**config.mk**
```make
export PLATFORM = sky130hd
export DESIGN_NAME = return_stack
export DESIGN_NICKNAME = d
export VERILOG_FILES = /design/src/rtl/return_stack_pkg.sv /design/src/rtl/stack_ram.sv /design/src/rtl/return_stack.sv
export SDC_FILE = /design/constraint.sdc
export NUM_CORES = 1
export LEC_CHECK = 0
export CAP_MARGIN = 20
export CORE_UTILIZATION = 35
export DETAILED_ROUTE_END_ITERATION = 10
export HOLD_SLACK_MARGIN = 0.12
export PLACE_DENSITY = 0.53
export SLEW_MARGIN = 20
export SYNTH_ARGS = -nofsm -noshare
export SYNTH_HDL_FRONTEND = slang
export SYNTH_SLANG_ARGS = --single-unit
export TNS_END_PERCENT = 1
```
**constraint.sdc**
```tcl
create_clock -name i_clk -period 5.1 [get_ports i_clk]
set_input_delay 1.53 -clock i_clk [delete_from_list [all_inputs] [get_ports i_clk]]
set_output_delay 1.53 -clock i_clk [all_outputs]
set_load 0.01 [all_outputs]
```
**src/rtl/return_stack_pkg.sv**
```systemverilog
// Shared definitions for the return-address stack: default sizes, NEXT-mux select encodings
// and the push/pop operation decode.
package return_stack_pkg;

    localparam int unsigned RSTACK_DATA_WIDTH = 16;
    localparam int unsigned RSTACK_DEPTH      = 16;

    // NEXT-address multiplexer select encodings; the stack feeds the pop source
    localparam logic [1:0] SEL_NEXT_POP  = 2'b00;
    localparam logic [1:0] SEL_NEXT_TOR  = 2'b01;
    localparam logic [1:0] SEL_NEXT_PROG = 2'b11;

    typedef enum logic [1:0] {
        OpHold = 2'b00,
        OpPop  = 2'b01,
        OpPush = 2'b10,
        OpSwap = 2'b11
    } stack_op_e;

    function automatic stack_op_e decode_op(input logic push, input logic pop);
        return stack_op_e'({push, pop});
    endfunction

endpackage

```
**src/rtl/stack_ram.sv**
```systemverilog
// Backing store below the TOS register: synchronous write, asynchronous read.
module stack_ram
    import return_stack_pkg::*;
#(
    parameter int unsigned DATA_WIDTH = RSTACK_DATA_WIDTH,
    parameter int unsigned ENTRIES    = RSTACK_DEPTH - 1,
    parameter int unsigned ADDR_WIDTH = 4
) (
    input  logic                  i_clk,
    input  logic                  i_wr_en,
    input  logic [ADDR_WIDTH-1:0] i_wr_addr,
    input  logic [DATA_WIDTH-1:0] i_wr_data,
    input  logic [ADDR_WIDTH-1:0] i_rd_addr,
    output logic [DATA_WIDTH-1:0] o_rd_data
);

    logic [DATA_WIDTH-1:0] r_mem [ENTRIES];

    always_ff @(posedge i_clk) begin
        if (i_wr_en) begin
            r_mem[i_wr_addr] <= i_wr_data;
        end
    end

    assign o_rd_data = r_mem[i_rd_addr];

endmodule

```
**src/rtl/return_stack.sv**
```systemverilog
// LIFO return-address stack with a registered TOS driving the NEXT mux pop input.
// Optional sticky overflow/underflow flags are built when RSTACK_ERR_EN is defined.
module return_stack
    import return_stack_pkg::*;
#(
    parameter int unsigned DATA_WIDTH = RSTACK_DATA_WIDTH,
    parameter int unsigned DEPTH      = RSTACK_DEPTH,
    localparam int unsigned ADDR_WIDTH = $clog2(DEPTH)
) (
    input  logic                  i_clk,
    input  logic                  i_rst,
    input  logic                  i_push,
    input  logic                  i_pop,
    input  logic [DATA_WIDTH-1:0] i_push_data,
    output logic [DATA_WIDTH-1:0] o_pop_data,
    output logic [ADDR_WIDTH:0]   o_count,
    output logic                  o_empty,
    output logic                  o_full,
    output logic                  o_overflow,
    output logic                  o_underflow,
    input  logic                  i_clr_err
);

    localparam logic [ADDR_WIDTH:0] CountOne  = 1;
    localparam logic [ADDR_WIDTH:0] CountTwo  = 2;
    localparam logic [ADDR_WIDTH:0] CountFull = (ADDR_WIDTH + 1)'(DEPTH);

    logic [DATA_WIDTH-1:0] r_tos;
    logic [DATA_WIDTH-1:0] w_tos_d;
    logic [ADDR_WIDTH:0]   r_count;
    logic [ADDR_WIDTH:0]   w_count_d;
    logic                  w_wr_en;
    logic [ADDR_WIDTH-1:0] w_wr_addr;
    logic [ADDR_WIDTH-1:0] w_rd_addr;
    logic [DATA_WIDTH-1:0] w_rd_data;
    logic                  w_empty;
    logic                  w_full;
    stack_op_e             w_op;

    assign w_empty   = (r_count == '0);
    assign w_full    = (r_count == CountFull);
    assign w_op      = decode_op(i_push, i_pop);
    assign w_wr_addr = ADDR_WIDTH'(r_count - CountOne);
    // Read address forced to 0 below two entries so the slot is never an uninitialised index
    assign w_rd_addr = (r_count >= CountTwo) ? ADDR_WIDTH'(r_count - CountTwo) : '0;

    stack_ram #(
        .DATA_WIDTH (DATA_WIDTH),
        .ENTRIES    (DEPTH - 1),
        .ADDR_WIDTH (ADDR_WIDTH)
    ) u_stack_ram (
        .i_clk     (i_clk),
        .i_wr_en   (w_wr_en),
        .i_wr_addr (w_wr_addr),
        .i_wr_data (r_tos),
        .i_rd_addr (w_rd_addr),
        .o_rd_data (w_rd_data)
    );

    always_comb begin
        w_tos_d   = r_tos;
        w_count_d = r_count;
        w_wr_en   = 1'b0;
        unique case (w_op)
            OpPush: begin
                if (!w_full) begin
                    w_wr_en   = !w_empty;
                    w_tos_d   = i_push_data;
                    w_count_d = r_count + CountOne;
                end
            end
            OpPop: begin
                if (!w_empty) begin
                    w_tos_d   = (r_count >= CountTwo) ? w_rd_data : '0;
                    w_count_d = r_count - CountOne;
                end
            end
            OpSwap: begin
                w_tos_d = i_push_data;
            end
            OpHold: begin
            end
        endcase
    end

    always_ff @(posedge i_clk or posedge i_rst) begin
        if (i_rst) begin
            r_tos   <= '0;
            r_count <= '0;
        end else begin
            r_tos   <= w_tos_d;
            r_count <= w_count_d;
        end
    end

`ifdef RSTACK_ERR_EN
    logic r_overflow;
    logic r_underflow;

    // Clear wins over a same-cycle set
    always_ff @(posedge i_clk or posedge i_rst) begin
        if (i_rst) begin
            r_overflow  <= 1'b0;
            r_underflow <= 1'b0;
        end else if (i_clr_err) begin
            r_overflow  <= 1'b0;
            r_underflow <= 1'b0;
        end else begin
            if (w_op == OpPush && w_full) begin
                r_overflow <= 1'b1;
            end
            if (w_op == OpPop && w_empty) begin
                r_underflow <= 1'b1;
            end
        end
    end

    assign o_overflow  = r_overflow;
    assign o_underflow = r_underflow;
`else
    logic w_unused_clr_err;

    assign w_unused_clr_err = i_clr_err;
    assign o_overflow       = 1'b0;
    assign o_underflow      = 1'b0;
`endif

    assign o_pop_data = r_tos;
    assign o_count    = r_count;
    assign o_empty    = w_empty;
    assign o_full     = w_full;

endmodule
```
* After elaboration in Yosys (flattened, before gate mapping) *
Memories as Yosys holds them, arrays and structs flattened.
Index checks and enable logic that the tools add are counted.
Widths: inputs -> output; s select.

storage, ports and cells
  flip-flop bits (word level) = 21
  RAM bits = 240
  bits of input ports = 21
  output and inout port bits = 25
  word-level logic and storage cells = 31
  memories = 1

memories
  memory             depth  bits a word  read ports  clocked after Yosys merged registers in  write ports  line             text
  u_stack_ram.r_mem  15     16           1           0                                        1            stack_ram.sv:17  logic [DATA_WIDTH-1:0] r_mem [ENTRIES];

cells by class
  add/sub/neg operators = 3
  order comparisons = 1
  equality and inequality tests = 6
  mux-type cells = 12
  reduce and logical (&&, ||, !) cells = 6

operators by type and width
  operator             number
  $mux 16              3
  $pmux 16 s3          1
  $mux 5               2
  $pmux 5 s2           1
  $reduce_and 3->1     2
  $add 5x1->5 const B  1
  $eq 5x5->1 const B   1
  $ge 5x2->1 const B   1
  $logic_not 5->1      1
  $sub 5x1->5 const B  1
  $eq 2x2->1 const B   2
  $mux 1               4
  $mux 4               1
  $ne 2x2->1 const B   2
  $sub 4x2->4 const B  1
  $reduce_bool 3->1    1
  $eq 2x1->1 const B   1
  $reduce_bool 2->1    1
  $logic_not 1->1      1

* Depth between registers and ports, before layout *
Gate-level depths: netlist of run 1.

  depth in word-level cells = 6
  gate-level depth with buffers = 14
  depth with buffers taken out = 7

* Hierarchy *
Synthesis of run 1 repeated with hierarchy kept, for this count alone.

second synthesis, totals
  cells, all modules = 564
  area total of the unflattened synthesis = 10,710.3 um^2

modules (own cells, without submodules)
  module        instances  cells an instance  area each (um^2)  sequential area each (um^2)
  stack_ram     1          418                9,272.6           7,206.9
  return_stack  1          146                1,437.6           525.5

* Worst setup path after synthesis of run 1 *
OpenSTA, ideal clock, no wires.

  path type = flip-flop to output port
  start point = register r_count[1] (netlist: o_count[1])
  end point = output o_empty
  arrival time = 2.156 ns
  required time = 3.570 ns
  slack = 1.414 ns
  cell stages (with the launch flop) = 8
  path buffers = 3
  cells stage by stage = dfrtp_1 buf_2 inv_1 clkbuf_1 clkbuf_1 ha_1 or3b_1 nor2_1

on the way
  cells in the longest elaborated chain, start to end = 1

ends and longest elaborated chain
  what                      line                text
  start: declaration        return_stack.sv:30  logic [ADDR_WIDTH:0] r_count;
  start signal: assignment  return_stack.sv:92  r_count <= w_count_d;
  $logic_not 5->1           return_stack.sv:40  assign w_empty = (r_count == '0);
  end: declaration          return_stack.sv:17  output logic o_empty,

No other way between the ends.

* Worst setup path in the final report of run 1 *
  start point = register r_count[0] (netlist: o_count[0])
  end point = output o_empty

The elaborated chain is that of the path after synthesis.

==> results.tsv, run 1 <==
stage	metric	value	unit
layout	Synth-to-Final Area Change	16.2	%
sta	Max Clk Rate	244	MHz
global_routing	initial antenna violation count	0	
logic_synthesis	dominant cell type by area after synthesis	edfxtp_1	
logic_synthesis	Yosys cell types	60	
sta	setup TNS	0	ns
logic_synthesis	Avg Inst Size Synth	14.8	sq um
logic_synthesis	Synth top cells by count	240 x edfxtp_1, 69 x nor2_1, 37 x mux2_2	
route	vias per cell	5.51	
sta	Final Hold Viols	0	
route	vias	6828	
place	Final HPWL DP	17.9	mm
place	RD Place Congestion	0.814	
critical_path	WP data required	3.57	ns
floorplan	io pins	46	
cts	clock insertion delay at the later pin of the skew report	0.52	ns
logic_synthesis	#FFs+latches synth	261	
place	Placement Setup Slack	0.767	ns
logic_synthesis	register area share after synthesis	0.689	
floorplan	Die Wd	181	microns
logic_synthesis	Post-synth ARST share	0.0805	
global_routing	largest net degree at the start of global routing	52	
sta	final cycle utilization of the critical path	0.805	
global_routing	grt ovf	0	
pwr	peak supply drop	0.000334	V
logic_synthesis	top cell type's share of synthesized area	0.643	
logic_synthesis	Post-synth EDFFs	240	
cts	setup repair bufs after CTS	0	
critical_path	critical path type	flip-flop to output port	
logic_synthesis	Yosys warning count	0	
route	Post-route DRC	0	
logic_synthesis	Cells after Synth	760	
sta	Clock Skew	0.00989	ns
cts	Hold Buf Count CTS	0	
critical_path	crit path DAT	2.57	ns
sta	# setup viols final	0	
global_routing	GRT met1 Usage	0.246	
floorplan	Die H	181	microns
pwr	power density over the cells	620	nW/um^2
critical_path	Worst setup SP type	flip-flop	
cts	Resized Gates After CTS	0	
critical_path	Critical Path Max Stage Delay	0.64	ns
global_routing	GRT Util Overall	0.180	
route	post-route ant nets	0	
flow_run	maxcap violations	0	
layout	# nets final	845	
sta	worst setup margin	0.996	ns
place	DP Area	12200	sq um
critical_path	Critical Path Slowest Stage Cell	dfrtp_4	
sta	Max-slew headroom	0.256	
critical_path	crit-path max FO	21	
global_routing	met3 GRT Util	0.0222	
floorplan	Core ar.	31600	sq um
cts	CTS tree	built	
layout	layout cells sized above 1	0.177	
route	drt pass-1 iters	5	
place	number of port buffers	42	
logic_synthesis	top_reg_cell synth	edfxtp_1	
layout	fin area	13000	sq um
cts	H-tree levels	1	
floorplan	Initial Util	0.355	
logic_synthesis	most frequent cell after synthesis	edfxtp_1	
critical_path	worst path cell trace	clkinv_1 > ha_1 > or3b_1 > nor2_1 > clkdlybuf4s50_1	
floorplan	Site Rows	65	
route	mean routed wirelength per cell	23.6	microns
cts	clock slew at reported path FFs	0.06	ns
worst_hold_path	class of the worst hold path	flip-flop to flip-flop	
pwr	leakage power	4.39	nW
global_routing	vias in the first global route	6689	
floorplan	die area	32800	sq um
logic_synthesis	Synth area leaders	edfxtp_1 64%, dfrtp_1 4.7%, mux2_2 3.7%, mux2i_1 3.1%, nor2_1 2.3%	
status	status	complete, no violations	
global_routing	met2 Use GR	0.303	
critical_path	delay-heaviest family, CP	buffers and inverters	
sta	Pins Over Slew Limit	0	
cts	clk sink count	261	
cts	CTS root buffer	clkbuf_16	
critical_path	CP bufs+invs	2	
sta	slew at the pin with the worst max-slew slack	1.12	ns
logic_synthesis	Post-Syn Area	11200	sq um
layout	ANT cells	0	
global_routing	gr busiest metal	met2	
cts	clock buffer depth	3	
sta	Tmin final	4.10	ns
critical_path	Crit. End Element	output port	
sta	unrepaired setup endpoints after global routing	false	
cts	total CTS buffers	27	
route	Iter 0 DRT Violations	450	
global_routing	first-pass GRT wire length	43.4	mm
route	Routed WL	29.3	mm
layout	Final Core Density	0.413	
[layout make-up]
cell class / instances / area (sq um)
Timing Repair Buffer: 85 / 756
Fill cell: 2876 / 18500
Clock inverter: 9 / 68.8
Sequential cell: 261 / 7740
Clock buffer: 40 / 744
Multi-Input combinational cell: 417 / 3130
Inverter: 25 / 93.8
Tap cell: 402 / 503
[flip-flops by register name, indices dropped and copies added, names as in the netlist]
signal	flops
u_stack_ram.r_mem	240
o_pop_data	16
o_count	5
[cells by family after synthesis]
| logic type | after synthesis | share of synthesized area |
|---|---|---|
| flip-flops | 261 | 0.689 |
| multiplexers | 74 | 0.0724 |
| adder cells (fa/ha/maj) | 7 | 0.00781 |
| AND/OR/NAND/NOR | 123 | 0.0508 |
| XOR/XNOR | 9 | 0.00703 |
| buffers and inverters | 83 | 0.0369 |
| other | 1 | 0.000334 |
| AO/OA/AOI/OAI | 202 | 0.135 |
[final timing paths]
kind,from,endpoint,slack (ns),cells after the start
setup / recovery,o_count[0],o_empty,1.0,5
hold / removal,u_stack_ram.r_mem[0][9],o_pop_data[9],0.67,2
setup reg to reg,o_count[0],o_pop_data[7],1.58,8
hold reg to reg,u_stack_ram.r_mem[0][9],o_pop_data[9],0.67,2
max in group asynchronous,i_rst,o_count[0],2.99,3
min in group asynchronous,i_rst,o_pop_data[13],1.44,2
[tightest hold or removal path, cell delays in order, from the launching register on]
cell and delay (ns):
edfxtp_1 0.34, o221ai_1 0.14, a21oi_1 0.14
[cell usage in the layout (no fill, tap or decap), types with 3 or more instances in the layout]
cell	Yosys	final
edfxtp_1	240	240
xnor2_1	6	6
mux2_2	37	37
a221oi_1	7	7
nand2b_1	5	5
a2111oi_0	13	13
a211oi_1	19	19
o22ai_1	3	3
nor2_1	69	54
dfrtp_1	21	19
nand2_1	15	15
a221o_1	22	22
buf_4	7	42
a31oi_1	18	18
mux2i_1	35	35
o221ai_1	15	15
clkinv_2	0	7
o21ai_0	33	33
a32o_1	14	14
a22oi_1	11	11
inv_1	23	23
clkinv_1	2	3
ha_1	7	6
clkdlybuf4s50_1	0	42
a21oi_1	24	24
nor2b_1	18	18
o21ai_1	3	3
nor2_2	0	15
nor3_1	3	3
clkbuf_16	0	27
clkbuf_1	23	11
[per-stage QoR]
stage | total power [mW] | hold slack (ns) | instances
after CTS | 8.13 | 0.669 | 1239
after global placement | 6.28 | 0.646 | 1190
after detailed placement | 6.31 | 0.656 | 1190
final | 8.08 | 0.665 | 1239
after global routing | 8.48 | 0.696 | 1239
after floorplan | 5.10 | 0.594 | 761
[layer usage]
| metal | routed length [microns] | vias up |
|---|---|---|
| met5 | 0 | - |
| met4 | 622 | 0 |
| met3 | 1440 | 40 |
| met2 | 14300 | 176 |
| met1 | 12900 | 3513 |
| li1 | - | 3099 |
[report_power, final]
group          total [mW]  switching (mW)  internal, mW
Clock                1.83           0.778          1.06
Sequential           3.21           0.366          2.85
Combinational        3.03            1.84          1.19
Note: power is estimated with default switching activity, not from simulation.
==> run 2: changes to the inputs <==
==> constraint.sdc (replaced) <==
create_clock -name i_clk -period 4 [get_ports i_clk]
set_input_delay 1.2 -clock i_clk [delete_from_list [all_inputs] [get_ports i_clk]]
set_output_delay 1.2 -clock i_clk [all_outputs]
set_load 0.01 [all_outputs]
==> run 2 against run 1 <==
  * Register-to-register slack worse by 0.68 ns
  * Worst setup slack worse by 0.61 ns
  * Clock skew is 0.0063 ns higher
  * Sequential power up 24%
  * Non-clock buffer count grew 10
  * First-iteration DRC count rose by 22%
  * Total power is 32% higher
  * Die area is the same
  * Design area is 1.7% higher
  * Combinational power rose by 34%
  * Largest power group is now combinational logic
  * Highest routed layer unchanged
==> results.tsv, run 2 (synthesis gave the netlist of run 1 again) <==
stage	metric	value	unit
route	mean routed wirelength per cell	24.3	microns
critical_path	Worst setup SP type	flip-flop	
critical_path	crit-path max FO	4	
layout	Largest register FFs	240	
cts	clock buffer depth	3	
route	vias	6814	
global_routing	first-pass GRT wire length	44.9	mm
sta	Pins Over Slew Limit	0	
status	status	complete, no violations	
layout	register area	7740	sq um
pwr	power density over the cells	805	nW/um^2
layout	ANT cells	0	
floorplan	io pins	46	
layout	number of fill cells	2895	
route	Post-route DRC	0	
cts	total CTS buffers	28	
route	vias per cell	5.44	
sta	Final Hold Viols	0	
pwr	leakage power	4.50	nW
sta	Max-slew headroom	0.238	
sta	final cycle utilization of the critical path	0.903	
floorplan	Site Rows	65	
floorplan	Initial Util	0.355	
cts	clock insertion delay at the later pin of the skew report	0.54	ns
sta	unrepaired setup endpoints after global routing	false	
floorplan	Core ar.	31600	sq um
route	drt pass-1 iters	5	
sta	setup TNS	0	ns
cts	clock slew at reported path FFs	0.06	ns
sta	# setup viols final	0	
worst_hold_path	class of the worst hold path	flip-flop to flip-flop	
floorplan	die area	32800	sq um
floorplan	Die Wd	181	microns
critical_path	critical path type	flip-flop to output port	
global_routing	initial antenna violation count	0	
cts	Hold Buf Count CTS	0	
global_routing	GRT Util Overall	0.186	
global_routing	vias in the first global route	6755	
cts	CTS root buffer	clkbuf_16	
sta	Clock Skew	0.0162	ns
global_routing	largest net degree at the start of global routing	64	
layout	most frequent cells in the layout	240 x edfxtp_1, 54 x nor2_1, 51 x buf_4	
route	Routed WL	30.4	mm
flow_run	maxcap violations	0	
layout	Largest Register	u_stack_ram.r_mem	
cts	Resized Gates After CTS	0	
cts	setup repair bufs after CTS	0	
critical_path	Crit. End Element	output port	
layout	area of the multi-input gates	3130	sq um
place	Final HPWL DP	18.3	mm
floorplan	Die H	181	microns
place	RD Place Congestion	0.809	
critical_path	crit path DAT	2.41	ns
sta	slew at the pin with the worst max-slew slack	1.14	ns
layout	# nets final	856	
place	number of port buffers	42	
sta	hold_ws	0.660	ns
global_routing	grt ovf	0	
layout	commonest non-fill, non-tap cell in the layout	edfxtp_1	
route	post-route ant nets	0	
layout	Final Core Density	0.420	
sta	Max Clk Rate	277	MHz
layout	Synth-to-Final Area Change	18.2	%
cts	H-tree levels	1	
pwr	peak supply drop	0.000438	V
sta	Tmin final	3.61	ns
cts	clk sink count	261	
cts	CTS tree	built	
route	Iter 0 DRT Violations	550	
layout	layout cells sized above 1	0.194	
critical_path	WP data required	2.80	ns
## run 2: cell count changes in the layout (fill, tap and decap cells not counted), sizes merged
| cell | change |
|---|---|
| bufinv | +2 |
| clkbuf | -4 |
| clkinv | +4 |
| buf | +10 |
| clkinvlp | +1 |
## run 2: through the flow
| stage | instances | worst slack, ns | total power, mW | area, sq um |
|---|---|---|---|---|
| after floorplan | 761 | 0.644 | 6.50 | 11200 |
| after global placement | 1200 | 0.528 | 8.08 | 12300 |
| after detailed placement | 1200 | 0.489 | 8.11 | 12300 |
| after CTS | 1252 | 0.359 | 10.7 | 13300 |
| after global routing | 1252 | 0.276 | 11.2 | 13300 |
| final | 1252 | 0.388 | 10.7 | 13300 |
## run 2: path summary, 6_finish.rpt
| check | slack, ns | start | depth (start not counted) | end |
|---|---|---|---|---|
| worst max-delay path | 0.39 | o_count[0] | 5 | o_empty |
| worst min-delay path | 0.66 | o_pop_data[10] | 0 | u_stack_ram.r_mem[11][10] |
| worst max register to register | 0.90 | o_count[0] | 9 | o_pop_data[12] |
| worst min register to register | 0.66 | o_pop_data[10] | 0 | u_stack_ram.r_mem[11][10] |
| max in group asynchronous | 2.62 | i_rst | 3 | o_count[0] |
| min in group asynchronous | 1.04 | i_rst | 3 | o_count[4] |
## run 2: power by group
group | switching [mW] | internal, mW | total, mW | leakage (nW)
sequential | 0.352 | 3.63 | 3.98 | 2.43
combinational | 2.51 | 1.56 | 4.07 | 1.60
clock | 1.05 | 1.57 | 2.62 | 0.464
## run 2: layout make-up
type | instances | share of cell area
Tap cell | 402 | 0.0380
Sequential cell | 261 | 0.584
Clock inverter | 16 | 0.0121
Multi-Input combinational cell | 417 | 0.236
Inverter | 25 | 0.00708
Timing Repair Buffer | 95 | 0.0636
Clock buffer | 36 | 0.0590
## run 2: critical path, cell delays in order, from the launching register on
cell and delay (ns):
dfrtp_4 0.50, clkinv_1 0.07, ha_1 0.21, or3b_1 0.44, nor2_1 0.11, clkdlybuf4s50_1 0.54
## run 2: routing by layer
metal	share of wire	vias to the layer above	wire, microns	global-route usage
li1	-	3119	-	-
met2	0.49	145	14700	0.310
met4	0.016	0	474	0.0397
met5	0	-	0	0
met1	0.46	3516	14000	0.263
met3	0.039	34	1180	0.0200
==> run 3: changes to the inputs <==
--- a/config.mk
+++ b/config.mk
@@ -6,6 +6,7 @@
 export NUM_CORES = 1
 export LEC_CHECK = 0
 export CAP_MARGIN = 20
+export CORE_MARGIN = 2
 export CORE_UTILIZATION = 35
 export DETAILED_ROUTE_END_ITERATION = 10
 export HOLD_SLACK_MARGIN = 0.12
==> run 3 against run 2 <==
  * Maximum frequency rose by 0.30%
  * Worst hold slack got worse by 0.16 ns
  * Combinational power rose by 1%
  * Count of clock-buffer cells in the layout rose by 1
  * Largest power group unchanged
==> results.tsv, run 3 (synthesis gave the netlist of run 1 again) <==
stage	metric	value	unit
status	status	complete, no violations	
sta	worst setup margin	0.399	ns
route	Post-route DRC	0	
critical_path	Crit. End Element	output port	
route	Routed WL	30.9	mm
cts	clock buffer depth	3	
floorplan	Core ar.	31600	sq um
layout	# nets final	859	
place	DP Area	12400	sq um
sta	hold_ws	0.501	ns
sta	Tmin final	3.60	ns
layout	ANT cells	0	
cts	Hold Buf Count CTS	0	
sta	Clock Skew	0.0169	ns
layout	Largest register FFs	240	
cts	clk sink count	261	
pwr	Final Total Pwr	10.4	mW
critical_path	WP data required	2.80	ns
layout	Final Core Density	0.418	
sta	slew at the pin with the worst max-slew slack	1.07	ns
cts	clock slew at reported path FFs	0.06	ns
global_routing	first-pass GRT wire length	45.8	mm
sta	final cycle utilization of the critical path	0.900	
sta	unrepaired setup endpoints after global routing	false	
route	vias	6955	
global_routing	GRT Util Overall	0.186	
layout	area of the multi-input gates	3130	sq um
sta	Max-slew headroom	0.284	
global_routing	initial antenna violation count	0	
critical_path	crit-path max FO	4	
cts	clock insertion delay at the later pin of the skew report	0.53	ns
place	Placed Instances	1204	
place	RD Place Congestion	0.795	
cts	total CTS buffers	27	
layout	Cell Count, Final, Fillers Out	1252	
critical_path	Worst setup SP type	flip-flop	
floorplan	die area	33500	sq um
route	drt pass-1 iters	4	
layout	commonest non-fill, non-tap cell in the layout	edfxtp_1	
layout	Synth-to-Final Area Change	17.5	%
layout	fin area	13200	sq um
layout	most frequent cells in the layout	240 x edfxtp_1, 54 x nor2_1, 53 x buf_4	
floorplan	Initial Util	0.355	
sta	# setup viols final	0	
floorplan	Die Wd	183	microns
sta	Final Hold Viols	0	
floorplan	io pins	46	
pwr	leakage power	4.47	nW
place	number of port buffers	42	
pwr	peak supply drop	0.000454	V
flow_run	maxcap violations	0	
route	vias per cell	5.56	
route	post-route ant nets	0	
cts	H-tree levels	1	
layout	register area	7740	sq um
cts	setup repair bufs after CTS	0	
cts	CTS tree	built	
place	Placement Setup Slack	0.291	ns
layout	layout cells sized above 1	0.189	
sta	setup TNS	0	ns
route	mean routed wirelength per cell	24.7	microns
global_routing	vias in the first global route	6908	
sta	Max Clk Rate	278	MHz
layout	Largest Register	u_stack_ram.r_mem	
critical_path	crit path DAT	2.40	ns
worst_hold_path	class of the worst hold path	flip-flop to flip-flop	
cts	CTS root buffer	clkbuf_16	
cts	Resized Gates After CTS	0	
global_routing	largest net degree at the start of global routing	112	
floorplan	Site Rows	65	
critical_path	critical path type	flip-flop to output port	
sta	Pins Over Slew Limit	0	
floorplan	Die H	183	microns
global_routing	grt ovf	0	
place	Final HPWL DP	18.6	mm
layout	number of fill cells	2908	
pwr	power density over the cells	789	nW/um^2
route	Iter 0 DRT Violations	677	
[run 3: cell types whose count changed in the layout (fill, tap and decap cells not counted), sizes merged]
cell      delta
clkinvlp     -1
clkinv       -2
buf          +4
clkbuf       +1
bufinv       -2
[run 3: power by group]
group	switching [mW]	internal, mW
registers	0.300	3.63
logic	2.55	1.59
clock network	0.982	1.35
total	3.83	6.57
[run 3: worst max-delay path, cell delays in order, from the launching register on]
cell	delay, ns
dfrtp_4	0.51
clkinv_1	0.07
ha_1	0.18
or3b_1	0.43
nor2_1	0.13
clkdlybuf4s50_1	0.55
[run 3: cell type report]
| type | instances | share of cell area |
|---|---|---|
| inverter | 25 | 0.00712 |
| clock buffer | 37 | 0.0564 |
| sequential | 261 | 0.587 |
| tap | 402 | 0.0382 |
| timing repair buffer | 99 | 0.0681 |
| multi-input combinational | 417 | 0.238 |
| clock inverter | 11 | 0.00560 |
[run 3: routing by layer]
| layer | vias to the layer above | GRT usage | wire length (microns) |
|---|---|---|---|
| li1 | 3133 | - | - |
| met1 | 3581 | 0.263 | 13600 |
| met4 | 0 | 0.0426 | 677 |
| met2 | 198 | 0.311 | 15100 |
| met5 | - | 0 | 0 |
| met3 | 43 | 0.0189 | 1500 |
[run 3: final timing paths]
kind                          startpoint                  endpoint  slack [ns]  cells past startpoint
setup reg to reg              o_count[1]             o_pop_data[3]        0.78                      8
setup / recovery              o_count[0]                    o_full        0.40                      5
hold / removal             o_pop_data[7]  u_stack_ram.r_mem[10][7]        0.50                      0
max in group asynchronous          i_rst            o_pop_data[15]        2.14                      3
hold reg to reg            o_pop_data[7]  u_stack_ram.r_mem[10][7]        0.50                      0
min in group asynchronous          i_rst                o_count[2]        1.16                      2
